[config.mk]
export PLATFORM = sky130hd
export DESIGN_NAME = onehot_scan_decoder_flat
export DESIGN_NICKNAME = d
export VERILOG_FILES = /design/src/rtl/onehot_scan_decoder_if.sv /design/src/rtl/onehot_scan_decoder.sv /design/src/flat_wrapper.sv
export SDC_FILE = /design/constraint.sdc
export NUM_CORES = 1
export LEC_CHECK = 0
export ABC_AREA = 1
export BUFFER_PORTS_ARGS = -buffer_cell sky130_fd_sc_hd__buf_2
export CORE_MARGIN = 1.5
export CORE_UTILIZATION = 52
export DETAILED_ROUTE_END_ITERATION = 16
export GPL_TIMING_DRIVEN = 0
export HOLD_SLACK_MARGIN = 0.15
export PLACE_DENSITY = 0.78
export SLEW_MARGIN = 20
export SYNTH_ARGS = -nofsm -noshare
export SYNTH_HDL_FRONTEND = slang
export SYNTH_SLANG_ARGS = --single-unit
export TNS_END_PERCENT = 50
[constraint.sdc]
create_clock -name clk -period 5.14 [get_ports clk]
set_clock_uncertainty 0.2 [all_clocks]
set_input_delay 0.771 -clock clk [delete_from_list [all_inputs] [get_ports clk]]
set_output_delay 0.771 -clock clk [all_outputs]
set_load 0.01 [all_outputs]
[src/rtl/onehot_scan_decoder_if.sv]
// Handshake/bus bundle for the one-hot scan decoder: control and index
// inputs towards the decoder, registered decode outputs back.
interface onehot_scan_decoder_if #(
  parameter int W = 3,
  parameter int N = 2**W
);
  logic         clr;
  logic         mode;
  logic         load;
  logic         en;
  logic         dir;
  logic [W-1:0] inp;
  logic [N-1:0] out;
  logic         valid;
  logic         wrap;

  modport master (
    output clr, mode, load, en, dir, inp,
    input  out, valid, wrap
  );

  modport slave (
    input  clr, mode, load, en, dir, inp,
    output out, valid, wrap
  );
endinterface

[src/rtl/onehot_scan_decoder.sv]
// Registered binary-to-one-hot decoder with a scan mode that steps the
// index up or down and flags wrap-around. All outputs come straight from
// flops; the next-state logic below also precomputes the next output word.
module onehot_scan_decoder #(
  parameter int W       = 3,
  parameter int N       = 2**W,
  parameter bit ACT_LOW = 1'b0
) (
  input  logic                  clk,
  input  logic                  rst,
  onehot_scan_decoder_if.slave  bus
);

  typedef enum logic {IDLE = 1'b0, ACTIVE = 1'b1} state_t;

  state_t       state, nstate;
  logic [W-1:0] idx, nidx;
  logic         nwrap;
  logic [N-1:0] dec;

  localparam logic [W-1:0] IDX_MAX = {W{1'b1}};

  // Next state/index with priority clr > load > en; rst is handled in the flop.
  always_comb begin
    nstate = state;
    nidx   = idx;
    nwrap  = 1'b0;
    if (bus.clr) begin
      nstate = IDLE;
    end else if (bus.load) begin
      nidx   = bus.inp;
      nstate = ACTIVE;
    end else if (bus.en) begin
      if (!bus.mode) begin
        nidx   = bus.inp;
        nstate = ACTIVE;
      end else if (state == IDLE) begin
        // First scan enable only wakes the decoder; stepping begins next en.
        nstate = ACTIVE;
      end else if (bus.dir) begin
        nidx  = idx - 1'b1;
        nwrap = (idx == '0);
      end else begin
        nidx  = idx + 1'b1;
        nwrap = (idx == IDX_MAX);
      end
    end
  end

  // Decode the next index so out lines up with valid in the same cycle.
  always_comb begin
    dec = '0;
    for (int i = 0; i < N; i++) dec[i] = (nidx == W'(i));
  end

  // State, index and registered outputs.
  always_ff @(posedge clk) begin
    if (rst) begin
      state     <= IDLE;
      idx       <= '0;
      bus.valid <= 1'b0;
      bus.wrap  <= 1'b0;
      bus.out   <= {N{ACT_LOW}};
    end else begin
      state     <= nstate;
      idx       <= nidx;
      bus.valid <= (nstate == ACTIVE);
      bus.wrap  <= nwrap;
      bus.out   <= (nstate == ACTIVE) ? (dec ^ {N{ACT_LOW}}) : {N{ACT_LOW}};
    end
  end

endmodule

[src/flat_wrapper.sv]
// flat-port wrapper written by rule: the top's interface ports become plain ports
module onehot_scan_decoder_flat 
#(
  parameter int W       = 3,
  parameter int N       = 2**W,
  parameter bit ACT_LOW = 1'b0
)
  (clk, rst, bus_clr, bus_mode, bus_load, bus_en, bus_dir, bus_inp, bus_out, bus_valid, bus_wrap);
  onehot_scan_decoder_if #(.W(W), .N(N)) bus_i ();
  input  logic clk;
  input  logic rst;
  input wire logic [$bits(bus_i.clr)-1:0] bus_clr;
  input wire logic [$bits(bus_i.mode)-1:0] bus_mode;
  input wire logic [$bits(bus_i.load)-1:0] bus_load;
  input wire logic [$bits(bus_i.en)-1:0] bus_en;
  input wire logic [$bits(bus_i.dir)-1:0] bus_dir;
  input wire logic [$bits(bus_i.inp)-1:0] bus_inp;
  output wire logic [$bits(bus_i.out)-1:0] bus_out;
  output wire logic [$bits(bus_i.valid)-1:0] bus_valid;
  output wire logic [$bits(bus_i.wrap)-1:0] bus_wrap;
  assign bus_i.clr = bus_clr;
  assign bus_i.mode = bus_mode;
  assign bus_i.load = bus_load;
  assign bus_i.en = bus_en;
  assign bus_i.dir = bus_dir;
  assign bus_i.inp = bus_inp;
  assign bus_out = bus_i.out;
  assign bus_valid = bus_i.valid;
  assign bus_wrap = bus_i.wrap;
  onehot_scan_decoder #(.W(W), .N(N), .ACT_LOW(ACT_LOW)) u_core (.clk(clk), .rst(rst), .bus(bus_i));
endmodule
* Yosys cells after proc, flatten, opt, wreduce, memory -nomap -nowiden *
Cells that the tools add are included.

storage, ports and cells
  register bits after elaboration = 13
  output and inout bits = 10
  memory bits (read-only) = 0
  latch bits = 0
  memories = 0
  RAM bits = 0
  bits of input ports = 10

cells by class
  $lt $le $gt $ge = 0
  div/mod/pow operators = 0
  $add $sub $neg = 2
  shift operators = 0
  multipliers = 0
  eq/ne operators = 8
  multiplexer cells = 10
  reductions and logical operators = 4
  bitwise logic cells = 4

operators with widths
  cell                 number
  $mux 3               6
  $eq 3x3->1 const B   5
  $eq 3x2->1 const B   2
  $logic_not 3->1      2
  $reduce_or 6->1      1
  $mux 1               4
  $not 1->1            4
  $add 3x1->3 const B  1
  $eq 3x1->1 const B   1
  $sub 3x1->3 const B  1
  $reduce_or 2->1      1

* Longest topological paths before layout *
Gate-level depths: netlist of run 1.

  depth in word-level cells = 8
  mapped depth = 12

* Least setup slack after synthesis of run 1 *
No wires, ideal clock.

  kind = input to register
  from = input port bus_dir
  to = register u_core.bus.out[4]
  arrival = 1.879 ns
  path buffers = 0
  slack = 2.951 ns
  stages on the path = 11
  cell sequence = fa_1 nand2_1 nand3_1 nand2_1 nand3_1 nand2_1 nand2_1 nand2_1 nand2_1 nand2_1 inv_1

between the ends
  cells in the longest elaborated chain, start to end = 7

RTL lines
  what                  RTL line                      source
  from (decl)           flat_wrapper.sv:16            input wire logic [$bits(bus_i.dir)-1:0] bus_dir;
  $mux 3                onehot_scan_decoder.sv:40     end else if (bus.dir) begin
  $mux 3                onehot_scan_decoder.sv:37     end else if (state == IDLE) begin
  $mux 3                onehot_scan_decoder.sv:34     if (!bus.mode) begin
  $mux 3                onehot_scan_decoder.sv:33     end else if (bus.en) begin
  $mux 3                onehot_scan_decoder.sv:30     end else if (bus.load) begin
  $mux 3                onehot_scan_decoder.sv:28     if (bus.clr) begin
  $eq 3x3->1            onehot_scan_decoder.sv:53     for (int i = 0; i < N; i++) dec[i] = (nidx == W'(i));
  to (signal assigned)  onehot_scan_decoder.sv:63     bus.out <= {N{ACT_LOW}};
  to (signal assigned)  onehot_scan_decoder.sv:69     bus.out <= (nstate == ACTIVE) ? (dec ^ {N{ACT_LOW}}) : {N{ACT_LOW}};
  to (decl)             onehot_scan_decoder_if.sv:24  output out, valid, wrap

No other way between the ends.
A chain may end at the register's enable or synchronous reset.

* Worst setup path in the final report of run 1 *
  from = input port bus_dir
  to = register u_core.bus.out[6]

The elaborated chain is that of the path after synthesis.

==> results.toml, run 1 <==
[critical_path]
critical_path_required_ns = 5.13
worst-endpoint-arrival_ns = 2.22
worstSetupPathType = "input pin to flip-flop"
setup.worst_path.start = "bus_dir"
critPathMaxFanout = 7
critPathLaunchType = "input pin"
reg2reg_from = "u_core.idx[0]"
crit_path_end_kind = "flip-flop"

[routing]
wl_per_cell_um = 10.61
via_per_inst = 4.925
routed_wl_um = 1411
drt_iter0_markers = 16
drc = 0
ant_nets = 0
dr.pass1.iters = 4
dr_total_vias = 655

[power_and_ir_drop]
leakage_nw = 0.4455
power_mw = 0.2100
vdd_drop_max_uv = 147.6
p_per_area_nw_per_um2 = 257.8

[timing]
tightestPinTransition_ns = 0.3285
grt_setup_unrepaired = "no"
report.final.hold_viol_count = 0
fin_crit_sh_pct = 43.43
setup_tns_ns = 0
post-route-min-period_ns = 2.232
slew_headroom_pct = 77.93
setup_viol = 0
drv_slew = 0
fmax_ghz = 0.4480
finalWorstSetupSlack_ns = 2.908

[floorplanning]
die_h_um = 39.31
die_area_sq_um = 1545
io_pins = 20
die_w_um = 39.31
start_util_pct = 58.55
core_area_sq_um = 1171
num_rows = 12

[synthesis]
syn_area_per_cell_sq_um = 6.997
syn-num-nets = 109
yosys_warnings = 0
ys_types = 18
yosys.area.top_type = "dfxtp_1"
ys_ff_latch = 13
synth_edf_count = 0
synth_top_area_share_pct = 37.96
ys.flop_type = "dfxtp_1"
synth.area.top_cells = "dfxtp_1, nand2_1, inv_1, a21oi_1, nor2_1"
synth_async_sr_flop_share_pct = 0
synth_common_cells = "nand2_1, inv_1, dfxtp_1, nor2_1, a21oi_1"
mappedNetlistArea_sq_um = 685.7
post-synth-top-count-cell = "nand2_1"
syn_inst = 98
ys_seq_area_share_pct = 37.96

[finish]
antennaDiodeCount = 0
post_route_cells_drive_above_1_share_pct = 28.57
utilization_pct = 69.55
fillCellCount = 110
synthToLayoutAreaGrowth_pct = 18.80
final_nets = 131

[clocking]
clkTransAtPathRegs_ns = 0.08
cts-buffers-inserted = 3
cts-root-buf = "clkbuf_4"
post_cts_buffers = 0
clk_latency_ns = 0.28
htreeDepth = 1
post_cts_resized = 0
numClockSinks = 13
clockBufferDepth = 2
cts_tree = "done"
cts_hold_buf = 0

[grt]
grt_pass1_wl_um = 2228
grt_max_degree = 9
grt_util_all_layers_pct = 22.87
grt_pass1_vias = 568
antenna_found_initial = 0
overflow = 0

[place]
gp_congestion = 0.8471
hpwl_um = 1055
port_buffers = 17
place_ws_ns = 2.629

[worst_hold_path]
worstHoldPathType = "flip-flop to flip-flop"
min_from = "u_core.idx[2]"

[run_status]
status = "finished, final reports clean"

[flow_run]
maxCapViolCount = 0
## flip-flops by register name, indices dropped and copies added, names as in the netlist
| name | flops |
|---|---|
| u_core.bus.out | 8 |
| u_core.idx | 3 |
| u_core.bus.valid | 1 |
| u_core.bus.wrap | 1 |
## power by group
group / internal, mW / switching (mW)
Clock: 0.0302 / 0.0348
Sequential: 0.104 / 0.00388
Combinational: 0.0138 / 0.0234
Total: 0.148 / 0.0620
## stage by stage
| step | area [sq um] | instances | hold slack [ns] |
|---|---|---|---|
| 2_1_floorplan | 685.7 | 98 | 0.2697 |
| 3_3_place_gp | 788.3 | 129 | 0.2980 |
| 3_5_place_dp | 788.3 | 129 | 0.3005 |
| 4_1_cts | 814.5 | 133 | 0.3189 |
| 5_1_grt | 814.5 | 133 | 0.3429 |
| 6_report | 814.5 | 133 | 0.3374 |
## layout make-up
cell class | count | area (sq um) | area share [%]
Timing Repair Buffer | 17 | 85.08 | 10.45
Sequential cell | 13 | 260.3 | 31.95
Inverter | 16 | 60.06 | 7.373
Clock buffer | 4 | 26.28 | 3.226
Tap cell | 14 | 17.52 | 2.151
Buffer | 2 | 15.01 | 1.843
Multi-Input combinational cell | 67 | 350.3 | 43.01
## critical path, stage by stage
cell and delay (ns):
buf_2 0.12, fa_1 0.44, nand2_1 0.10, nand3_1 0.10, nand2_1 0.09, nand3_1 0.07, nand2_1 0.06, nand2_1 0.04
nand2_1 0.09, nand2_1 0.18, nand2_1 0.11, inv_1 0.04
## metal layers
| metal | vias to the layer above | wire length (um) | GRT usage (%) |
|---|---|---|---|
| met4 | 0 | 17 | 10.34 |
| met3 | 3 | 71 | 10.23 |
| li1 | 346 | - | - |
| met2 | 15 | 679 | 37.08 |
| met1 | 291 | 642 | 25.44 |
| met5 | - | 0 | 0 |
## cells by family after synthesis
logic type	synth area share [%]
adders and majority gates	2.920
DFF	37.96
and+or+nand+nor	39.96
buffers and inverters	10.95
AOI/OAI and AO/OA	8.213
## layout by cell type, fill, tap and decap left out, types with 2 or more instances in the layout
cell      synthesis  final
a21oi_1           8      8
buf_2             0     17
buf_4             2      2
clkbuf_4          0      3
dfxtp_1          13     13
inv_1            15     15
nand2_1          27     27
nand2_2           3      3
nand3_1           5      5
nand3_2           3      3
nor2_1           10     10
nor2_2            2      2
nor3_1            3      3
## path summary, 6_finish.rpt
check,to,slack [ns],cells past startpoint
setup / recovery,u_core.bus.out[6],2.91,12
hold / removal,u_core.bus.wrap,0.34,1
setup reg to reg,u_core.bus.out[6],3.13,11
hold reg to reg,u_core.bus.wrap,0.34,1
No activity file was read; power rests on OpenSTA's default activity.
==> run 2, diff against run 1 <==
Settings changed: CORE_UTILIZATION 52 to 48, PLACE_DENSITY 0.78 to 0.73.
Clock period 5.14 ns to 2.3 ns, I/O delays scaled along.
==> run 2 against run 1 <==
  * Global-route usage decreased by 4.8 points
  * Critical path depth decreased by 1
  * Combinational power increased by 120%
  * Design area increased by 2.6%
  * Clock-buffer cell count unchanged
  * Clock power increased by 110%
  * Worst hold slack got worse by 0.12 ns
  * Core utilization decreased by 6.1 points
  * Sequential power increased by 120%
  * Via count decreased by 1.8%
  * Register-to-register slack got worse by 2.7 ns
  * Power increased by 120%
  * Largest cell class unchanged
==> results.toml, run 2 (same netlist as run 1, synthesis figures left out) <==
[routing]
drt_iter0_markers = 4
drc = 0
via_per_inst = 4.728
dr_total_vias = 643
dr.pass1.iters = 4
routed_wl_um = 1195
wl_per_cell_um = 8.787
ant_nets = 0

[power_and_ir_drop]
pwr-share-clk_pct = 29.6
switching_share_pct = 27.66
combinationalPowerShare_pct = 18.2
vdd_drop_max_uv = 348.2
leakage_nw = 0.4538
p_per_area_nw_per_um2 = 549.9
power.internal_mw = 0.3325
switching_power_mw = 0.1271
seq_power_share_pct = 52.3

[timing]
fin_crit_sh_pct = 81.98
post-route-min-period_ns = 1.886
report.final.hold_viol_count = 0
tightestPinTransition_ns = 0.3130
fmax_ghz = 0.5303
grt_setup_unrepaired = "no"
drv_slew = 0
slew_headroom_pct = 78.97
finalWorstSetupSlack_ns = 0.4144
setup_tns_ns = 0
setup_viol = 0

[floorplanning]
die_area_sq_um = 1664
num_rows = 13
die_h_um = 40.80
start_util_pct = 52.04
core_area_sq_um = 1318
io_pins = 20
die_w_um = 40.80

[finish]
top_regs = "u_core.bus.out: 8 flops, u_core.idx: 3 flops"
utilization_pct = 63.44
synthToLayoutAreaGrowth_pct = 21.90
final_cell_mix = "nand2_1, buf_2, inv_1"
post_route_cells_drive_above_1_share_pct = 28.10
top_register = "u_core.bus.out"
antennaDiodeCount = 0
largest_register_ffs = 8
final_nets = 133
final_common_cell = "nand2_1"

[grt]
grt_pass1_vias = 494
grt_util_all_layers_pct = 18.08
antenna_found_initial = 0
overflow = 0
grt_pass1_wl_um = 1959
grt_max_degree = 9

[critical_path]
critical_path_required_ns = 2.27
worst-endpoint-arrival_ns = 1.86
path_common_cell = "nand2_1"
cp_top_family = "simple AND/OR/NAND/NOR gates"
crit_chain = "fa_1 > nand2_1 > nand3_1 > nand2_1 > nand3_1 > nand2_1 > nand2_1 > nand2_1 > nand2_1 > nand2_1 > inv_1"
crit_path_end_kind = "flip-flop"
crit_buf_inv = 1
worstSetupPathType = "flip-flop to flip-flop"
critPathMaxFanout = 7
crit_slowest_cell = "fa_1"
max_stage_delay_ns = 0.42
critPathLaunchType = "flip-flop"

[clocking]
cts-buffers-inserted = 3
cts_tree = "done"
clk_latency_ns = 0.27
numClockSinks = 13
post_cts_resized = 0
cts-root-buf = "clkbuf_4"
clockBufferDepth = 2
post_cts_buffers = 0
htreeDepth = 1
clkTransAtPathRegs_ns = 0.08

[place]
gp_congestion = 0.8562
place_ws_ns = 0.2830
hpwl_um = 981
port_buffers = 17

[worst_hold_path]
worstHoldPathType = "input pin to flip-flop"

[flow_run]
maxCapViolCount = 0

[run_status]
status = "finished, final reports clean"
[run 2: changes by cell type in the layout (fill, tap and decap cells not counted), sizes merged]
cell	delta
dlygate4sd3	+2
[run 2: worst min-delay path: stages]
cell     delay (ns)
buf_2          0.11
inv_1          0.06
nand3_1        0.06
a21oi_1        0.06
[run 2: area by class of cell]
cell class / count / area (sq um)
clock buffer: 4 / 26.28
tap: 15 / 18.77
fill: 135 / 481.7
timing repair buffer: 19 / 105.1
buffer: 2 / 15.01
sequential: 13 / 260.3
multi-input combinational: 67 / 350.3
inverter: 16 / 60.06
[run 2: what timing repair did]
action / CTS / global route
hold buffers: 2 / 0
setup endpoints to repair: 0 / 0
endpoints found under the hold margin: 4 / 0
[run 2: worst paths after layout]
check	startpoint	endpoint	slack (ns)	depth (start not counted)
worst max-delay path	u_core.idx[0]	u_core.bus.out[4]	0.41	11
worst max register to register	u_core.idx[0]	u_core.bus.out[4]	0.41	11
worst min-delay path	bus_dir	u_core.bus.wrap	0.21	4
worst min register to register	u_core.idx[2]	u_core.bus.wrap	0.32	1
[run 2: power by group through the flow]
stage | logic [mW] | registers (mW) | clock network (mW)
6_report | 0.0836 | 0.240 | 0.136
5_1_grt | 0.0965 | 0.241 | 0.152
4_1_cts | 0.0847 | 0.240 | 0.140
3_5_place_dp | 0.0816 | 0.245 | 0
3_3_place_gp | 0.0800 | 0.245 | 0
2_1_floorplan | 0.0566 | 0.246 | 0
[run 2: stage by stage]
step	power (mW)	std cells	hold slack [ns]	area (sq um)
6_report	0.4596	136	0.2125	835.8
5_1_grt	0.4896	136	0.2246	835.8
4_1_cts	0.4649	136	0.2069	835.8
3_5_place_dp	0.3271	130	0.3032	789.5
3_3_place_gp	0.3255	130	0.3033	789.5
2_1_floorplan	0.3026	98	0.2141	685.7
[run 2: per-layer routing]
| metal | wire length (um) | global-route usage [%] | up-vias |
|---|---|---|---|
| li1 | - | - | 352 |
| met1 | 603 | 23.92 | 280 |
| met2 | 530 | 26.95 | 11 |
| met3 | 61 | 8.696 | 0 |
| met4 | 0 | 2.500 | 0 |
| met5 | 0 | 0 | - |
==> run 3, diff against run 2 <==
Settings changed: CORE_UTILIZATION 48 to 44, PLACE_DENSITY 0.73 to 0.7.
Clock period 2.3 ns to 1.6 ns, I/O delays scaled along.
==> run 3 against run 2 <==
  * The run now ends with setup timing left
  * Clock-buffer cell count unchanged
  * Global-route usage grew 1.7 points
  * Sequential power up 43%
  * Core utilization down 0.077 points
  * Register-to-register slack worse by 0.62 ns
  * Power up 52%
  * Design area is 13% higher
  * First-iteration DRC count increased to 3.3 times the previous value
  * Via count is 9.5% higher
  * Non-clock buffer count grew 8
  * Setup slack worse by 0.62 ns
  * Combinational power grew 82%
  * Critical path type unchanged
  * Critical endpoint is now u_core.bus.out[6]
  * Largest cell class unchanged
==> results.toml, run 3 (same netlist as run 1, synthesis figures left out) <==
[critical_path]
r2r_end = "u_core.bus.out[6]"
critPathLaunchType = "flip-flop"
reg2reg_from = "u_core.idx[0]"
crit_path_end_kind = "flip-flop"
reg2regPathDepth = 11
worstSetupPathType = "flip-flop to flip-flop"
critPathMaxFanout = 3
critical_path_required_ns = 1.63
worst-endpoint-arrival_ns = 1.83
rrSetupSlack_ns = -0.21

[finish]
regArea_sq_um = 267.8
synthToLayoutAreaGrowth_pct = 37.59
multi_input_area_sq_um = 374.1
fillCellCount = 132
design_area_sq_um = 943.4
largest_register_ffs = 8
final_common_cell = "nand2_1"
final_cell_mix = "nand2_1, buf_2, inv_1"
antennaDiodeCount = 0
final_nets = 141
final_cells = 145
top_register = "u_core.bus.out"
top_regs = "u_core.bus.out: 8 flops, u_core.idx: 3 flops"
post_route_cells_drive_above_1_share_pct = 34.11

[clocking]
htreeDepth = 1
cts-root-buf = "clkbuf_4"
clkTransAtPathRegs_ns = 0.08
clockBufferDepth = 2
cts-buffers-inserted = 3
cts_tree = "done"
clk_latency_ns = 0.28
numClockSinks = 13

[grt]
grt_util_all_layers_pct = 19.82
grt_pass1_wl_um = 2663
grt_pass1_vias = 641
overflow = 0
antenna_found_initial = 0
grt_max_degree = 9

[timing]
tightestPinTransition_ns = 0.3107
finalWorstSetupSlack_ns = -0.2082
fmax_ghz = 0.5530
drv_slew = 0
slew_headroom_pct = 79.12
grt_setup_unrepaired = "yes"
fin_crit_sh_pct = 113.0
setup_tns_ns = -1.317
setup_viol = 10
report.final.hold_viol_count = 0
post-route-min-period_ns = 1.808

[run_status]
status = "finished, violations left"
violations = "setup timing"

[routing]
via_per_inst = 4.855
dr_total_vias = 704
dr.pass1.iters = 4
ant_nets = 0
drc = 0
wl_per_cell_um = 10.76
routed_wl_um = 1560
drt_iter0_markers = 13

[place]
hpwl_um = 1044
dp_cells = 131
place_ws_ns = -0.2609
gp_congestion = 0.7912
port_buffers = 17
placed_area_sq_um = 800.8

[worst_hold_path]
hold_end = "u_core.bus.out[2]"
whs_path_depth = 4
min_from = "bus_clr"
worstHoldPathType = "input pin to flip-flop"

[power_and_ir_drop]
p_per_area_nw_per_um2 = 740.5
leakage_nw = 0.4928
power_mw = 0.6986
vdd_drop_max_uv = 511.6

[floorplanning]
die_area_sq_um = 1804
num_rows = 14
die_w_um = 42.48
core_area_sq_um = 1489
io_pins = 20
start_util_pct = 46.05
die_h_um = 42.48

[flow_run]
maxCapViolCount = 0
==> run 3: worst max-delay path, cell delays in order, from the launching register on <==
cell     delay [ns]
dfxtp_4        0.36
fa_2           0.53
nand3_2        0.06
nand2_1        0.07
nand2_1        0.06
nand3_2        0.06
nand2_2        0.07
nand2_2        0.09
nand2_1        0.05
nor2_1         0.09
nand2_1        0.06
inv_1          0.04
==> run 3: metal layers <==
layer / GRT usage (%) / wire length [um] / vias up
met3: 3.879 / 81 / 4
met5: 0 / 0 / -
met2: 34.15 / 747 / 14
met1: 23.06 / 707 / 317
met4: 10.00 / 24 / 0
li1: - / - / 369
==> run 3: cell type report <==
class                   count  share of cell area [%]
clock buffers               4                   2.785
plain buffers               2                   1.592
repair buffers             27                   19.10
well taps                  16                   2.122
inverters                  16                   6.366
multi-input cells          67                   39.66
flip-flops and latches     13                   28.38
==> run 3: worst max-delay path by stage <==
stage,start,endpoint,slack (ns)
after global placement,bus_dir,u_core.bus.out[6],-0.23
after CTS,u_core.idx[0],u_core.bus.out[6],-0.22
after detailed placement,bus_dir,u_core.bus.out[6],-0.26
final,u_core.idx[0],u_core.bus.out[6],-0.21
after global routing,u_core.idx[0],u_core.bus.out[6],-0.32
after floorplan,u_core.idx[0],u_core.bus.out[6],-0.08
==> run 3: power by group <==
part           leakage, nW  total, mW  switching, mW  internal [mW]
combinational        0.371      0.152         0.0871         0.0645
clock               0.0150      0.205          0.108         0.0968
sequential           0.107      0.342        0.00950          0.333
total                0.493      0.699          0.204          0.494
==> run 3: timing repair <==
action,in CTS,in global routing
setup buffers,2,0
hold buffers,8,0
pin swaps,5,4
hold endpoints to repair,7,0
setup endpoints to repair,10,10
resized for setup,5,1
==> run 3: through the flow <==
step                hold WS, ns  utilization [%]
floorplan                0.1017                -
global placement         0.2942            53.78
detailed placement       0.2980            53.78
CTS                      0.1743            63.03
global route             0.1884            63.36
finish                   0.1754            63.36
